--- config.mk ---
export PLATFORM = sky130hd
export DESIGN_NAME = clock_lane_fsm
export DESIGN_NICKNAME = d
export VERILOG_FILES = /design/src/rtl/clock_lane_fsm.sv
export SDC_FILE = /design/constraint.sdc
export NUM_CORES = 1
export LEC_CHECK = 0
export BUFFER_PORTS_ARGS = -buffer_cell sky130_fd_sc_hd__buf_2
export CAP_MARGIN = 20
export CORE_ASPECT_RATIO = 1.2
export CORE_UTILIZATION = 60
export DETAILED_ROUTE_END_ITERATION = 10
export PLACE_DENSITY = 0.85
export SLEW_MARGIN = 20
export SYNTH_ARGS = -nofsm -noshare
export SYNTH_HDL_FRONTEND = slang
export SYNTH_SLANG_ARGS = --single-unit
--- constraint.sdc ---
create_clock -name byte_clk -period 4.04 [get_ports byte_clk]
set_clock_uncertainty 0.05 [all_clocks]
set_input_delay 0.808 -clock byte_clk [delete_from_list [all_inputs] [get_ports byte_clk]]
set_output_delay 0.808 -clock byte_clk [all_outputs]
set_load 0.01 [all_outputs]
--- src/rtl/clock_lane_fsm.sv ---
// MIPI D-PHY clock-lane sequencer: LP-11 -> LP-01 -> LP-00 -> HS-zero -> HS-pre -> HS
// -> HS-post -> HS-trail, with continuous-clock mode and ULPS entry/exit.
module clock_lane_fsm #(
    parameter int unsigned CNT_W     = 16,
    parameter int unsigned LPX_CYC   = 1,
    parameter int unsigned ZERO_CYC  = 8,
    parameter int unsigned PRE_CYC   = 8,
    parameter int unsigned POST_CYC  = 8,
    parameter int unsigned TRAIL_CYC = 8,
    parameter int unsigned WAKE_CYC  = 1000
) (
    input  logic byte_clk,
    input  logic byte_rst,
    input  logic hs_req,
    input  logic enable,
    input  logic cont_clk,
    input  logic ulps_req,
    output logic lp_p,
    output logic lp_n,
    output logic ser_hi_z,
    output logic ser_enable,
    output logic hs_rdy,
    output logic lane_idle,
    output logic ulps_active
);

    typedef enum logic [3:0] {
        S_LP11, S_LP01, S_LP00, S_ZERO, S_PRE, S_HS,
        S_POST, S_TRAIL, S_ULPS_ENT, S_ULPS, S_WAKE
    } state_e;

    // Terminal count of each timed phase: a phase of N cycles exits at cnt == N-1.
    localparam logic [CNT_W-1:0] LPX_LAST   = CNT_W'(LPX_CYC - 1);
    localparam logic [CNT_W-1:0] ZERO_LAST  = CNT_W'(ZERO_CYC - 1);
    localparam logic [CNT_W-1:0] PRE_LAST   = CNT_W'(PRE_CYC - 1);
    localparam logic [CNT_W-1:0] POST_LAST  = CNT_W'(POST_CYC - 1);
    localparam logic [CNT_W-1:0] TRAIL_LAST = CNT_W'(TRAIL_CYC - 1);
    localparam logic [CNT_W-1:0] WAKE_LAST  = CNT_W'(WAKE_CYC - 1);

    state_e           state_q, state_d;
    logic [CNT_W-1:0] cnt_q, cnt_d;
    logic [CNT_W-1:0] phase_last;
    logic             timed;
    logic             phase_done;

    // NOTE: every signal written here gets a default first, so no path leaves it unassigned and no latch is inferred.
    always_comb begin
        timed      = 1'b1;
        phase_last = '0;
        case (state_q)
            S_LP01, S_LP00, S_ULPS_ENT: phase_last = LPX_LAST;
            S_ZERO:                     phase_last = ZERO_LAST;
            S_PRE:                      phase_last = PRE_LAST;
            S_POST:                     phase_last = POST_LAST;
            S_TRAIL:                    phase_last = TRAIL_LAST;
            S_WAKE:                     phase_last = WAKE_LAST;
            default:                    timed      = 1'b0;
        endcase
    end

    assign phase_done = timed && (cnt_q == phase_last);

    // Inputs are only looked at in the decision states LP11, HS and ULPS.
    always_comb begin
        state_d = state_q;
        case (state_q)
            S_LP11: begin
                if (hs_req || cont_clk) state_d = S_LP01;
                else if (ulps_req)      state_d = S_ULPS_ENT;
            end
            S_LP01:     if (phase_done) state_d = S_LP00;
            S_LP00:     if (phase_done) state_d = S_ZERO;
            S_ZERO:     if (phase_done) state_d = S_PRE;
            S_PRE:      if (phase_done) state_d = S_HS;
            S_HS:       if (!hs_req && !cont_clk) state_d = S_POST;
            S_POST:     if (phase_done) state_d = S_TRAIL;
            S_TRAIL:    if (phase_done) state_d = S_LP11;
            S_ULPS_ENT: if (phase_done) state_d = S_ULPS;
            S_ULPS:     if (!ulps_req) state_d = S_WAKE;
            S_WAKE:     if (phase_done) state_d = S_LP11;
            default:    state_d = S_LP11;
        endcase
    end

    // Counter clears on every state change and holds at its terminal value, so it never wraps.
    always_comb begin
        cnt_d = cnt_q;
        if (state_d != state_q)
            cnt_d = '0;
        else if (timed && !phase_done)
            cnt_d = cnt_q + CNT_W'(1);
    end

    // NOTE: sequential state uses non-blocking assignments so every flop samples pre-edge values.
    always_ff @(posedge byte_clk or posedge byte_rst) begin
        if (byte_rst) begin
            state_q <= S_LP11;
            cnt_q   <= '0;
        end else begin
            state_q <= state_d;
            cnt_q   <= cnt_d;
        end
    end

    // Moore decode of the registered state; only HS gating looks at live inputs.
    always_comb begin
        lp_p        = 1'b0;
        lp_n        = 1'b0;
        ser_hi_z    = 1'b0;
        ser_enable  = 1'b0;
        hs_rdy      = 1'b0;
        lane_idle   = 1'b0;
        ulps_active = 1'b0;
        case (state_q)
            S_LP11: begin
                lp_p      = 1'b1;
                lp_n      = 1'b1;
                ser_hi_z  = 1'b1;
                lane_idle = 1'b1;
            end
            S_LP01: begin
                lp_n     = 1'b1;
                ser_hi_z = 1'b1;
            end
            S_LP00:          ser_hi_z = 1'b1;
            S_PRE, S_POST:   ser_enable = 1'b1;
            S_HS: begin
                hs_rdy     = 1'b1;
                ser_enable = cont_clk | enable;
            end
            S_ULPS_ENT, S_WAKE: begin
                lp_p     = 1'b1;
                ser_hi_z = 1'b1;
            end
            S_ULPS: begin
                ser_hi_z    = 1'b1;
                ulps_active = 1'b1;
            end
            default: ;  // ZERO / TRAIL: serializer drives a static HS-0
        endcase
    end

endmodule

# ---- After elaboration in Yosys (flattened, before gate mapping)
# Cells that the tools add are included.
# W data, S select, Z words.
dict set report classes {
  add_sub_neg 1
  n_eq_ne 12
  n_mux 23
  n_bitwise 1
  n_reduce_logical 16
}
# op count
set op_table {}
lappend op_table {{$mux W4} 11}
lappend op_table {{$pmux W4 S10} 1}
lappend op_table {{$mux W16} 2}
lappend op_table {{$pmux W10 S2} 1}
lappend op_table {{$add A16 B1 Y16 const B} 1}
lappend op_table {{$eq A16 B16 Y1} 1}
lappend op_table {{$eq A4 B3 Y1 const B} 4}
lappend op_table {{$eq A4 B4 Y1 const B} 3}
lappend op_table {{$eq A4 B2 Y1 const B} 2}
lappend op_table {{$reduce_or A8 Y1} 1}
lappend op_table {{$mux W1} 7}
lappend op_table {{$reduce_or A2 Y1} 3}
lappend op_table {{$reduce_or A6 Y1} 1}
lappend op_table {{$eq A4 B1 Y1 const B} 1}
lappend op_table {{$logic_not A4 Y1} 1}
lappend op_table {{$ne A4 B4 Y1} 1}
lappend op_table {{$reduce_or A4 Y1} 1}
lappend op_table {{$logic_and A1 B1 Y1} 3}
lappend op_table {{$logic_not A1 Y1} 3}
lappend op_table {{$reduce_or A3 Y1} 1}
lappend op_table {{$pmux W1 S2} 1}
lappend op_table {{$reduce_bool A2 Y1} 1}
lappend op_table {{$logic_or A1 B1 Y1} 1}
lappend op_table {{$or A1 B1 Y1} 1}
dict set report word_totals {
  ff_bits 20
  input_bits 6
  output_inout_bits 7
  elab_cells 55
}

# ---- Longest topological paths before layout
# Gate-level depths: netlist of the first run.
dict set report depth {
  ltp_word 9
  mapped_depth 9
}

# ---- Worst setup path after synthesis of the first run
# No wires, ideal clock.
dict set report synth_path {
  kind {reg2reg}
  start {register cnt_q[5]}
  end {register cnt_q[15]}
  arrival_time_ps 2110
  required_time_ps 3863
  setup_slack_ps 1752
  path_stages_with_launch 7
  n_path_buf 0
  synth_period_minus_slack_ps 2288
  path_cell_list {dfrtp_1 -> or4_1 -> or3_4 -> a211oi_2 -> nor3_1 -> nand4_1 -> mux2_1}
}
dict set report synth_via {
  elab_chain_len 6
  elab_cells_between_ends 17
  classes_between {add/sub: 1; eq/ne: 2; mux: 10; reduce/logical: 4}
}
# element line_no
set synth_lines {}
lappend synth_lines {{start, declared} 41} ;# logic [CNT_W-1:0] cnt_q, cnt_d;
lappend synth_lines {{start signal, assigned} 101} ;# cnt_q <= cnt_d;
lappend synth_lines {{$eq A16 B16 Y1} 61} ;# assign phase_done = timed && (cnt_q == phase_last);
lappend synth_lines {{$logic_and A1 B1 Y1} 61}
lappend synth_lines {{$mux W4, or another cell as far along} {77, 80}}
lappend synth_lines {{$pmux W4 S10} 66} ;# case (state_q)
lappend synth_lines {{$ne A4 B4 Y1} 88} ;# if (state_d != state_q)
lappend synth_lines {{$mux W16 or $reduce_bool A2 Y1 (tied branches)} -}
# Several ways; a longest one is shown, not always the timed one. The select of a mux whose other input is x is not followed.
# A chain may end at the register's enable or synchronous reset.

# ---- Final worst setup path of the first run
dict set report layout_path {
  start {register state_q[0]}
  end {register cnt_q[15]}
}
dict set report layout_via {
  elab_chain_len 9
  elab_cells_between_ends 35
  classes_between {eq/ne: 12; mux: 15; reduce/logical: 8}
}
# element line_no
set layout_lines {}
lappend layout_lines {{start, declared} 40} ;# state_e state_q, state_d;
lappend layout_lines {{start signal, assigned} 100} ;# state_q <= state_d;
lappend layout_lines {{$eq A4 B3 Y1 or $eq A4 B2 Y1 (tied branches)} {50, 66}}
lappend layout_lines {{$reduce_or A4 Y1 (no source line)} -}
lappend layout_lines {{$pmux W10 S2} 50} ;# case (state_q)
lappend layout_lines {{$eq A16 B16 Y1} 61}
lappend layout_lines {{$logic_and A1 B1 Y1} 61}
lappend layout_lines {{$mux W4, or another cell as far along} {77, 80}}
lappend layout_lines {{$pmux W4 S10} 66}
lappend layout_lines {{$ne A4 B4 Y1} 88}
lappend layout_lines {{$mux W16 or $reduce_bool A2 Y1 (tied branches)} -}
# Several ways; a longest one is shown, not always the timed one.

==> results of run 1 <==
[metrics by stage]
| stage | hold WS (ns) | area (um2) |
|---|---|---|
| global route | 0.5653 | 1503 |
| detailed placement | 0.5145 | 1466 |
| floorplan | 0.4659 | 1410 |
| CTS | 0.5298 | 1503 |
| finish | 0.5273 | 1503 |
| global placement | 0.4986 | 1466 |
[placed cells by master (no fill, tap or decap), drive strengths merged, types with 2 or more instances in the layout]
| cell | n |
|---|---|
| a31oi | 2 |
| o21bai | 2 |
| o32a | 2 |
| mux2 | 2 |
| a21oi | 12 |
| clkbuf | 4 |
| buf | 12 |
| nand4 | 4 |
| nand3 | 6 |
| nor2 | 22 |
| and2 | 2 |
| nor3 | 9 |
| xnor2 | 11 |
| inv | 6 |
| a2111oi | 2 |
| nor4 | 6 |
| dfrtp | 20 |
| nand2 | 16 |
| and3 | 2 |
| or3 | 4 |
| and4 | 2 |
| mux2i | 2 |
| o21ai | 4 |
[area by class of cell]
class                           instances  area share, %
Inverter                                6          1.499
Multi-Input combinational cell        129          56.29
Timing Repair Buffer                   12          3.997
Clock buffer                            4          2.415
Sequential cell                        20          33.31
Tap cell                               30          2.498
[logic make-up (layout without fill, tap and decap cells)]
logic type	count (synthesis)	in the layout	synth area share, %
compound gates	32	32	18.46
flops	20	20	35.49
simple gates	80	80	29.64
mux	4	4	3.549
xor+xnor	12	12	7.453
fa+ha+maj	1	1	0.8872
buf+inv	14	22	4.524
[critical path, cell delays in order, from the launching register on]
cell	delay (ns)
sky130_fd_sc_hd__dfrtp_1	0.70
sky130_fd_sc_hd__and4bb_2	0.34
sky130_fd_sc_hd__or3_4	0.40
sky130_fd_sc_hd__a211oi_2	0.37
sky130_fd_sc_hd__nor3_1	0.12
sky130_fd_sc_hd__nand4_1	0.15
sky130_fd_sc_hd__mux2_1	0.33
[how the worst max path moves through the flow]
stage	from	to	slack (ns)	cells after the start
floorplan	cnt_q[5]	cnt_q[15]	1.75	6
global placement	state_q[0]	cnt_q[15]	1.59	6
finish	state_q[0]	cnt_q[15]	1.47	6
detailed placement	state_q[0]	cnt_q[15]	1.49	6
CTS	state_q[0]	cnt_q[15]	1.49	6
global route	state_q[0]	cnt_q[15]	1.34	6
[report_power, final]
| group | switching (uW) | internal [uW] |
|---|---|---|
| combinational | 263 | 203 |
| clock | 60.5 | 55.0 |
| sequential | 95.8 | 243 |
[registers in the layout, summed over array words and instances (netlist names)]
register	count
state_q	4
cnt_q	16
[layer usage]
| metal | wire [um] | track usage, % | vias up |
|---|---|---|---|
| met5 | 0 | 0 | - |
| met4 | 15 | 7.353 | 0 |
| met3 | 68 | 4.870 | 2 |
| met2 | 1520 | 47.18 | 21 |
| met1 | 1312 | 30.10 | 579 |
| li1 | - | - | 605 |
==> run summary, run 1 <==
Number of maximum-capacitance violations: 0. The tools report the number of iterations in the first detailed-routing pass as 4. The critical path in this run is classified as reg2reg. The number of hold buffers added after CTS was 0. Register-to-register path setup slack: 1.47 ns. The final routed wire length divided by cell count is 14.52 um. The cell count of the worst hold path was 2. The measured slew at the worst slew-check pin came out at 0.7213 ns. sky130_fd_sc_hd__nor2_1 is the most common cell in the netlist.

The final total negative setup slack is 0 ns. Across the whole layout, storage elements account for 500.5 um2. The cell count after synthesis came out at 163. The logs give 0 for the total of warnings raised by yosys and 50 for the count of different cell masters after synthesis.

After synthesis the cells add up to 1410 um2. Before CTS, the worst setup slack after placement is 1.495 ns. Final period demand of the worst path: 2.569 ns. TritonCTS built the clock tree.

The flow ran to the end, and the final reports show no timing, DRC or antenna violations. For this run, the top clock speed supported by timing is 389.2 MHz. In the final layout, the multi-input gates occupy 845.8 um2.

Detailed routing inserted a total of 1207 vias. The analysis attributes to cell leakage a power of 0.0006397 uW. The floorplan step defined a die boundary enclosing 2549 um2. The post-route DRC violation count is 0, and the core region area is 2140 um2. Counting every net in the synthesized netlist gives 170.

The capture endpoint of the worst hold path is cnt_q[8]. In this run the post-CTS setup repair buffer count came out at 0. Setup slack on the critical path of the routed design comes to 1.471 ns.

The number of antenna diodes in the final layout is 0. Detailed placement finished with a half-perimeter wire length of 2121 um. The depth of the worst register-to-register path works out to 6. Clock-pin slew was measured on the worst setup and hold paths at 0.11 ns. The tools report the total of fill cells in the finished design as 183.

The endpoint identified for the worst register-to-register timing path is cnt_q[15]. The number of slew-limit violations in the final report is 0, and the floorplan die height is 55.11 um. The initial utilization of the core area, before any placement, comes to 65.91%. Data on the critical path is required at its endpoint by 4.19 ns.

The number of nets in the layout is 179, and the signed area change from the synthesized netlist to the final layout is 6.566%. The run gives 1 as the number of levels in the clock H-tree. The tightest min-delay check is of the reg2reg type. The end-of-flow core utilization was 70.23%. For the worst path arrival time, the log shows 2.72 ns. Using the TritonRoute via totals, the vias-per-cell ratio works out to 6.005. The first global-routing pass estimated 4616 um of wire. Entering global routing, the biggest net connects 21 pins. The largest area contributor in the netlist was sky130_fd_sc_hd__dfrtp_1.

The worst ir drop on vdd is 0.3463 mV. Along the worst path, the maximum fanout reaches 19. The start point of the worst min-delay path was cnt_q[8]. Overall power after layout: 920.6 uW. Counting the buffers created by CTS gives 3.

Clock latency on the worst-skew pair, taken at its later pin, is 0.30 ns. The row count is 18, and the final worst-path cycle share is 63.59%. The tools report the worst reg2reg path startpoint as state_q[0]. In this run the remaining antenna-violating nets after routing total 0.

Counting flops with an async set or reset pin after synthesis yields a share of 100.0%. Cells with a size suffix above 1 make up 17.54% of the layout. The worst pin sits at a relative slew slack of 51.86%.

Setup violations remaining at the end of the flow were counted as 0. Routability-driven placement finished with a final weighted congestion of 0.9835. Clock tree synthesis selected as its root buffer the cell sky130_fd_sc_hd__clkbuf_4.

For this run the aggregate overflow at the end of global routing stands at 0. Instance count after placement with tap cells included: 197. The share of the yosys chip area belonging to registers is 35.49%. The logs give 201 for the filler-free cell count of the finished design and 20 for the violation count after the first detailed-routing iteration. The final number of hold-violating endpoints was 0; the number of global-route vias before repair was 1041. Counting flops with a built-in enable in the synthesized netlist gives 0.

The share of Yosys cell area claimed by the top area cell type is 35.49%, and the synthesized flop and latch total is 20. The power per standard cell area is 612.6 nW/um2, and the width of the die is 46.26 um. By area the synthesized netlist is led by sky130_fd_sc_hd__dfrtp_1 35%, sky130_fd_sc_hd__xnor2_1 6.8%, sky130_fd_sc_hd__nor2_1 5.9%. The aggregate routed wire length was 2918 um. For this design the top-level I/O count stands at 13.

Number of buffers inserted by port buffering: 12. In this run, post-CTS repair resized a total of 0 instances. The tools report the startpoint type of the worst setup path as a flip-flop. Among all flip-flop cells after synthesis, the most frequent one is sky130_fd_sc_hd__dfrtp_1.

Total clock sinks: 20. The average instance in the mapped netlist occupies 8.651 um2. Setup repair after global routing left no endpoint under its margin. The commonest cells after synthesis are 22 x sky130_fd_sc_hd__nor2_1, 20 x sky130_fd_sc_hd__dfrtp_1, 15 x sky130_fd_sc_hd__nand2_1, 11 x sky130_fd_sc_hd__xnor2_1, 10 x sky130_fd_sc_hd__a21oi_1. The clock passes through at most 2 buffers. STA classifies the critical path endpoint as a flip-flop. The number of antenna violations at the first check in global routing was 0. The run gives 25.77% as the global routing usage summed across all routing layers.
(Power assumes the default switching activity.)
==> run 2, diff against run 1 <==
CORE_UTILIZATION = 58   (was 60)
PLACE_DENSITY = 0.83   (was 0.85)
clock period = 2.56 ns   (was 4.04 ns; I/O delays follow)
==> run 2 against run 1 <==
Against the previous run: via count rose by 11%; critical endpoint unchanged; clock power up 59%; wire length up 7.0%; critical path type unchanged.
==> run summary, run 2 (synthesis gave the netlist of run 1 again) <==
The worst ir drop on vdd came out at 0.6610 mV (+91%). The run finished with clean final reports. The number of nets in the layout is 186 (+3.9%). The number of maximum-capacitance violations was 0 (unchanged); the die footprint was 2633 um2 (+3.3%). The run gives 2378 um (+12%) as the final HPWL from detailed placement. TritonCTS built the clock tree. The tools report the violation count after the first detailed-routing iteration as 39 (+95%). For the final number of hold-violating endpoints, the log shows 0 (unchanged).

The run gives 13 (unchanged) as the I/O pin count. The insertion delay to the later sink of the worst-skew pair was 0.31 ns (about the same). Effective utilization at floorplan: 61.15% (-4.8 points).

The run gives 702.9 uW (+68%) as the net load switching power. For the post-route DRC violation count, the log shows 0 (unchanged). The via density per instance is 6.402 (+6.6%), and the core region area is 2306 um2 (+7.8%). STA classifies the critical path endpoint as a flip-flop. Final setup violation count: 0 (unchanged).

For the number of levels in the clock H-tree, the log shows 1 (unchanged). Number of flip-flops under the largest register name: 16 (unchanged). The aggregate routed wire length was 3123 um (+7.0%). The number of buffers inserted by port buffering came out at 12 (unchanged). In the layout the commonest cells are 22 x sky130_fd_sc_hd__nor2_1, 20 x sky130_fd_sc_hd__dfrtp_1, 15 x sky130_fd_sc_hd__nand2_1.

The power per standard cell area works out to 999.8 nW/um2 (+63%). The tools report the internal power as 853.3 uW (+70%). Final period demand of the worst path: 2.354 ns (-0.2151 ns). Number of global-route vias before repair: 1300 (+25%). The global routing usage summed across all routing layers is 27.36% (+1.6 points). The achievable frequency was 424.8 MHz (+9.1%); the floorplan die height was 56.02 um (+1.7%). The root buffer cell chosen for the clock tree is sky130_fd_sc_hd__clkbuf_4. The buffers inserted during post-CTS setup optimization is 0 (unchanged). The clock tree buffer depth was 2 (unchanged); the clock-pin slew on the worst setup and hold paths was 0.11 ns (about the same).

Setup repair after global routing left no endpoint under its margin. The run gives 5306 um (+15%) as the first-pass GRT wire length. The tools report the number of antenna violations at the first check in global routing as 0 (unchanged). The number of antenna repair diodes was 0 (unchanged).

The width of the die was 47.01 um (+1.6%); the instance count after placement with tap cells included was 205 (+4.1%). Sequential cell fraction of total power: 31.3% (-5.5 points). The highest fanout seen on the critical path works out to 5 (-14). The run gives 1556 um2 (+3.6%) as the post-route cell area. The cell with the biggest individual delay on the critical path is sky130_fd_sc_hd__or4_1. The tools report the critical path required time as 2.71 ns (-1.48 ns). The total clock sinks was 20 (unchanged).

The largest registers in the layout are cnt_q: 16 flops, state_q: 4 flops. The tools report the number of nets with antenna violations after detailed routing as 0 (unchanged). The depth of the worst register-to-register path is 6 (unchanged), and the filler-free cell count of the finished design is 209 (+4.0%). The run gives 0 (unchanged) as the quantity of gates resized following cts.

The leakage power figure was 0.0006753 uW (+5.6%); the row count was 19 (+1). Instance area at placement: 1520 um2 (+3.7%). The worst path arrival time is 2.50 ns (-0.22 ns).

Ranked by flip-flop count, first place goes to cnt_q. The library cell used most frequently in the layout, excluding fill and tap cells, is sky130_fd_sc_hd__nor2_1. The run gives 48.11% (-3.8 points) as the worst max-slew margin expressed relative to the limit.

The stage delay of the slowest cell on the critical path is 0.54 ns (-0.16 ns). The share of post-route cells with drive strength above 1 was 20.79% (+3.2 points). The fraction of power spent switching nets was 45.17% (-0.41 points).

The tools report the global placer's final weighted congestion as 0.9070 (-7.8%). The measured slew at the worst slew-check pin came out at 0.7775 ns (+0.05626 ns). The number of buffers added by the clock tree synthesis step was 3 (unchanged); the pin count of the biggest net entering global routing was 21 (unchanged). The startpoint type of the worst setup path is a flip-flop. Share of power burned in the clock network: 11.9% (-0.6 points).

The worst hold path belongs to the class in2async. The sum of overflow across all layers after global routing is 0 (unchanged), and the final routed wire length divided by cell count is 14.94 um (+2.9%). The critical path is of the reg2reg type. The number of iterations in the first detailed-routing pass was 4 (unchanged). The logs give 0 (unchanged) for the number of hold buffers added after cts and 0 ns (unchanged) for the final total negative setup slack. The overall via count from detail_route is 1338 (+11%). The combinational cell fraction of total power came out at 56.8% (+6.1 points).

Final worst-path cycle share: 91.95% (+28 points). The overall power after layout is 1556 uW (+69%). The critical path goes through or4_1 -> or3_4 -> a211oi_2 -> nor3_1 -> nand4_1 -> mux2_1. The signed area change from the synthesized netlist to the final layout works out to 10.38%.

The run gives 0 (unchanged) as the number of slew-limit violations in the final report.
-- run 2: changes by cell type in the layout (fill, tap and decap cells not counted) --
cell,previous run,this run
sky130_fd_sc_hd__buf_4,0,7
-- run 2: per-stage QoR --
step	hold WS, ns	setup WS (ns)	util (%)
2_1_floorplan	0.4258	0.2721	-
3_3_place_gp	0.4921	0.3223	65.93
3_5_place_dp	0.5064	0.2472	65.93
4_1_cts	0.2939	0.2145	67.50
5_1_grt	0.3620	0.1271	67.50
6_report	0.2741	0.2060	67.50
-- run 2: power by group through the flow --
stage               Combinational, uW  Clock [uW]  Sequential [uW]
finish                            884         185              487
global route                      974         201              497
CTS                               879         191              485
detailed placement                874           0              491
global placement                  847           0              480
floorplan                         697           0              444
-- run 2: routing by layer --
layer  up-vias  share of wire (%)  wire length, um  GRT usage, %
met5         -                  0                0             0
met4         0                4.2              131         13.47
met3        17                4.2              130         2.273
met2        56                 52             1622         49.60
met1       641                 40             1238         29.51
li1        624                  -                -             -
-- run 2: critical path: cells and delay by family, from the launching register on --
| kind | cells | cell delay, ns |
|---|---|---|
| AO/OA/AOI/OAI | 1 | 0.27 |
| AND/OR/NAND/NOR | 4 | 1.16 |
| flip-flops | 1 | 0.43 |
| multiplexers | 1 | 0.33 |
-- run 2: area by class of cell --
class                   count  area [um2]
inverters                   6       22.52
well taps                  31       38.79
repair buffers             19       112.6
fillers                   206       749.5
flip-flops and latches     20       500.5
multi-input cells         129       845.8
clock buffers               4       36.28
-- run 2: final timing paths --
kind                             end  startpoint  slack [ns]
setup / recovery           cnt_q[15]    cnt_q[5]        0.21
hold / removal              cnt_q[9]    byte_rst        0.27
setup reg to reg           cnt_q[15]    cnt_q[5]        0.21
hold reg to reg             cnt_q[1]    cnt_q[1]        0.52
max in group asynchronous   cnt_q[1]    byte_rst        1.70
min in group byte_clk       cnt_q[1]    cnt_q[1]        0.52
==> run 3, diff against run 2 <==
ABC_AREA = 1   (was not set)
==> run 3 against run 2 <==
Against the previous run: non-clock buffer count down 7; count of clock-buffer cells in the layout is 1 lower; combinational power is 3.8% higher; area after synthesis fell by 1.7%; critical path depth increased by 7; wire length fell by 4.1%; global-route usage decreased by 1.3 points; fmax grew 2.1%; sequential share of layout area up 1.5 points; die area down 1.6%; power decreased by 5.8%; design area fell by 4.3%; critical endpoint is now cnt_q[12]; largest power group unchanged; highest routed layer unchanged.
==> run summary, run 3 <==
cnt_q holds more flip-flops than any other register. Number of maximum-capacitance violations: 0 (unchanged). The worst ir drop on vdd is 0.9263 mV (+40%), and the number of flip-flops under the largest register name is 16 (unchanged). The tools report the first-pass GRT wire length as 4926 um (-7.2%).

The number of buffers added by the clock tree synthesis step was 3 (unchanged); the detailed-route wire length on metal 1 was 1161 um (-6.2%). The final total negative setup slack came out at 0 ns (unchanged). The logs give 0 (unchanged) for the number of slew-limit violations in the final report and 204 (+20%) for the post-synth net total. The largest individual stage delay along the critical path comes from the cell sky130_fd_sc_hd__dfrtp_1. The aggregate routed wire length was 2995 um (-4.1%). The cell at the root of the clock tree is sky130_fd_sc_hd__clkbuf_4. The tools report the I/O pin count as 13 (unchanged). In the post-synthesis netlist, the biggest area contributors are sky130_fd_sc_hd__dfrtp_1 36%, sky130_fd_sc_hd__nand2_1 14%, sky130_fd_sc_hd__nor2_1 7.9%.

The tools report the row count as 19 (unchanged). Number of levels in the clock H-tree: 1 (unchanged). The cell area after technology mapping is 1386 um2 (-1.7%). The sum of met3 wire segment lengths after detailed routing was 129 um (-0.77%). The final setup violation count came out at 0 (unchanged).

Number of antenna repair diodes: 0 (unchanged). The insertion delay to the later sink of the worst-skew pair is 0.30 ns (about the same), and the synthesized flop and latch total is 20 (unchanged). The tools report the number of global-route vias before repair as 1263 (-2.8%).

The clock-pin slew on the worst setup and hold paths works out to 0.10 ns (about the same). The instance area at placement is 1466 um2 (-3.5%), and the via density per instance is 5.423 (-15%). The flow ran to the end, and the final reports show no timing, DRC or antenna violations. The largest registers in the layout are cnt_q: 16 flops, state_q: 4 flops.

Highest fanout seen on the critical path: 16 (+11). The overall via count from detail_route is 1307 (-2.3%), and the worst path arrival time is 2.49 ns (about the same). The final routed wire length divided by cell count came out at 12.43 um (-17%).

The logs give 2 (unchanged) for the clock tree buffer depth and 0.25 ns (+0.05 ns) for the register-to-register path setup slack. The effective utilization at floorplan was 60.75% (-0.40 points); the final HPWL from detailed placement was 2357 um (-0.91%). The run gives 2591 um2 (-1.6%) as the die footprint. The worst register-to-register path begins at state_q[0]. Setup repair after global routing left no endpoint under its margin. The worst setup path is launched from a flip-flop. Total of warnings raised by yosys: 0 (unchanged).

The worst max-slew margin expressed relative to the limit came out at 51.61% (+3.5 points). In this run the worst hold path is classified as in2async. The depth of the worst register-to-register path is 13 (+7).

The signal on the critical path passes through inv_2 -> nand2_2 -> nor2_1 -> nand3_1 -> a21oi_2 -> nand3_1 -> a21oi_1 -> nand2_1 -> nand2_1 -> nand2_2 -> nand2_2 -> nand3_4 -> nor2_1. For the buffers inserted during post-CTS setup optimization, the log shows 0 (unchanged). The count of flip-flops with a built-in enable after synthesis is 0 (unchanged), and the number of nets in the layout is 219 (+18%). The stage delay of the slowest cell on the critical path was 0.48 ns (-0.06 ns); the measured slew at the worst slew-check pin was 0.7250 ns (-0.05252 ns).

Grouping stages by cell kind, the critical path spends the most delay in simple AND/OR/NAND/NOR gates. The tools report the number of standard cells after synthesis as 197 (+21%). The per-instance average area after synthesis was 7.037 um2 (-19%). The total length of routed met2 wires was 1604 um (-1.1%); the achievable frequency was 433.7 MHz (+2.1%). The synthesized design spends more area on one cell type than any other, namely sky130_fd_sc_hd__dfrtp_1. The number of buffers inserted by port buffering came out at 12 (unchanged). Routed signal wires occupy layers up through met4. The quantity of gates resized following cts is 0 (unchanged).

The tools report the endpoint class of the critical path as a flip-flop. The tools report the number of antenna violations at the first check in global routing as 0 (unchanged). The logs give 1466 uW (-5.8%) for the overall power after layout and 65.24% (-2.3 points) for the end-of-flow core utilization. The tools report the pin count of the biggest net entering global routing as 21 (unchanged). TritonCTS built the clock tree.

The core region area was 2282 um2 (-1.0%); the post-route DRC violation count was 0 (unchanged). For the final worst hold slack, the log shows 0.2626 ns (-0.01154 ns). The commonest cells after synthesis are 52 x sky130_fd_sc_hd__nand2_1, 29 x sky130_fd_sc_hd__nor2_1, 22 x sky130_fd_sc_hd__inv_1, 20 x sky130_fd_sc_hd__dfrtp_1, 13 x sky130_fd_sc_hd__nand3_1. The share of Yosys cell area claimed by the top area cell type is 36.10% (+0.61 points), and the number of nets with antenna violations after detailed routing is 0 (unchanged). Capturing point of the worst reg2reg path: cnt_q[12].

The count of buffering cells on the critical path with inverters included is 1 (+1), and the signed area change from the synthesized netlist to the final layout is 7.401%. The tools report the final number of hold-violating endpoints as 0 (unchanged). sky130_fd_sc_hd__nand2_1 is the most common cell in the netlist. The critical path required time is 2.74 ns (+0.03 ns), and the final worst-path cycle share is 90.07% (-1.9 points). The leakage power figure was 0.0007472 uW (+11%); the power per standard cell area was 984.4 nW/um2 (-1.5%).

The flip-flop cell with the highest count after synthesis was sky130_fd_sc_hd__dfrtp_1. The logs give 36.10% (+0.61 points) for the share of the yosys chip area belonging to registers and 28 (-44%) for the count of different cell masters after synthesis. The number of iterations in the first detailed-routing pass was 4 (unchanged).

The share of flip-flops with an asynchronous set or reset after synthesis is 100.0% (unchanged), and the global placer's final weighted congestion is 1.014 (+12%). The most common cell after layout, fill and taps aside was sky130_fd_sc_hd__nand2_1. The library cells used most frequently in the layout, excluding fill and tap cells, are 52 x sky130_fd_sc_hd__nand2_1, 29 x sky130_fd_sc_hd__nor2_1, 22 x sky130_fd_sc_hd__inv_1.

The number of hold buffers added after cts was 0 (unchanged); the final period demand of the worst path was 2.306 ns (-0.04822 ns). Counting stages on the worst path, the most repeated cell is sky130_fd_sc_hd__nand2_2. The floorplan die height works out to 55.56 um (-0.82%). The worst setup path is of the reg2reg kind.

The violation count after the first detailed-routing iteration is 40 (+2.6%), and the total clock sinks is 20 (unchanged). The post-route cell area was 1489 um2 (-4.3%). The share of post-route cells with drive strength above 1 is 18.57% (-2.2 points), and the sum of overflow across all layers after global routing is 0 (unchanged). The width of the die was 46.63 um (-0.81%); the global routing usage summed across all routing layers was 26.11% (-1.3 points).
==> run 3: changes by cell type in the layout (fill, tap and decap cells not counted), sizes merged, moves of 5 or more <==
| cell | delta |
|---|---|
| nand2 | +40 |
| inv | +20 |
| nor2 | +18 |
| nand3 | +9 |
| xnor2 | -9 |
| xor2 | +9 |
| buf | -7 |
| a21oi | -5 |
| nor4 | -5 |
==> run 3: routing by layer <==
| metal | vias to the layer above | track usage, % |
|---|---|---|
| li1 | 652 | - |
| met1 | 600 | 26.96 |
| met2 | 42 | 47.02 |
| met3 | 13 | 3.595 |
| met4 | 0 | 13.88 |
| met5 | - | 0 |
==> run 3: cell families after synthesis <==
group,share of synthesized area (%)
flops,36.10
fa+ha+maj,0.9024
xor+xnor,7.581
compound gates,6.770
buf+inv,8.393
simple gates,40.25
==> run 3: worst max-delay path by stage <==
stage | cells after the start | start | to
global route | 13 | state_q[0] | cnt_q[9]
detailed placement | 13 | state_q[0] | cnt_q[12]
global placement | 13 | state_q[0] | cnt_q[15]
CTS | 13 | state_q[0] | cnt_q[12]
finish | 13 | state_q[0] | cnt_q[12]
floorplan | 13 | state_q[0] | cnt_q[4]
==> run 3: worst reg2reg max path: stages, from the launching register on <==
cell and delay [ns]:
sky130_fd_sc_hd__dfrtp_1 0.48, sky130_fd_sc_hd__inv_2 0.16, sky130_fd_sc_hd__nand2_2 0.10, sky130_fd_sc_hd__nor2_1 0.17, sky130_fd_sc_hd__nand3_1 0.11, sky130_fd_sc_hd__a21oi_2 0.17
sky130_fd_sc_hd__nand3_1 0.15, sky130_fd_sc_hd__a21oi_1 0.18, sky130_fd_sc_hd__nand2_1 0.06, sky130_fd_sc_hd__nand2_1 0.09, sky130_fd_sc_hd__nand2_2 0.06, sky130_fd_sc_hd__nand2_2 0.08
sky130_fd_sc_hd__nand3_4 0.21, sky130_fd_sc_hd__nor2_1 0.17
==> run 3: cell type report <==
type                       count  area (um2)
timing repair buffer          12       60.06
fill                         208       793.3
sequential                    20       500.5
tap                           31       38.79
clock buffer                   3       22.52
multi-input combinational    149       769.5
inverter                      26       97.59
==> run 3: per-stage QoR <==
step / setup WS [ns] / std cells
after floorplan: 0.6069 / 197
after global placement: 0.3501 / 238
after detailed placement: 0.2708 / 238
after CTS: 0.2467 / 241
after global routing: 0.02020 / 241
final: 0.2542 / 241
==> run 3: power breakdown <==
part / switching, uW / internal [uW]
Sequential: 53.0 / 349
Combinational: 645 / 273
Clock: 90.8 / 55.0
Total: 789 / 677
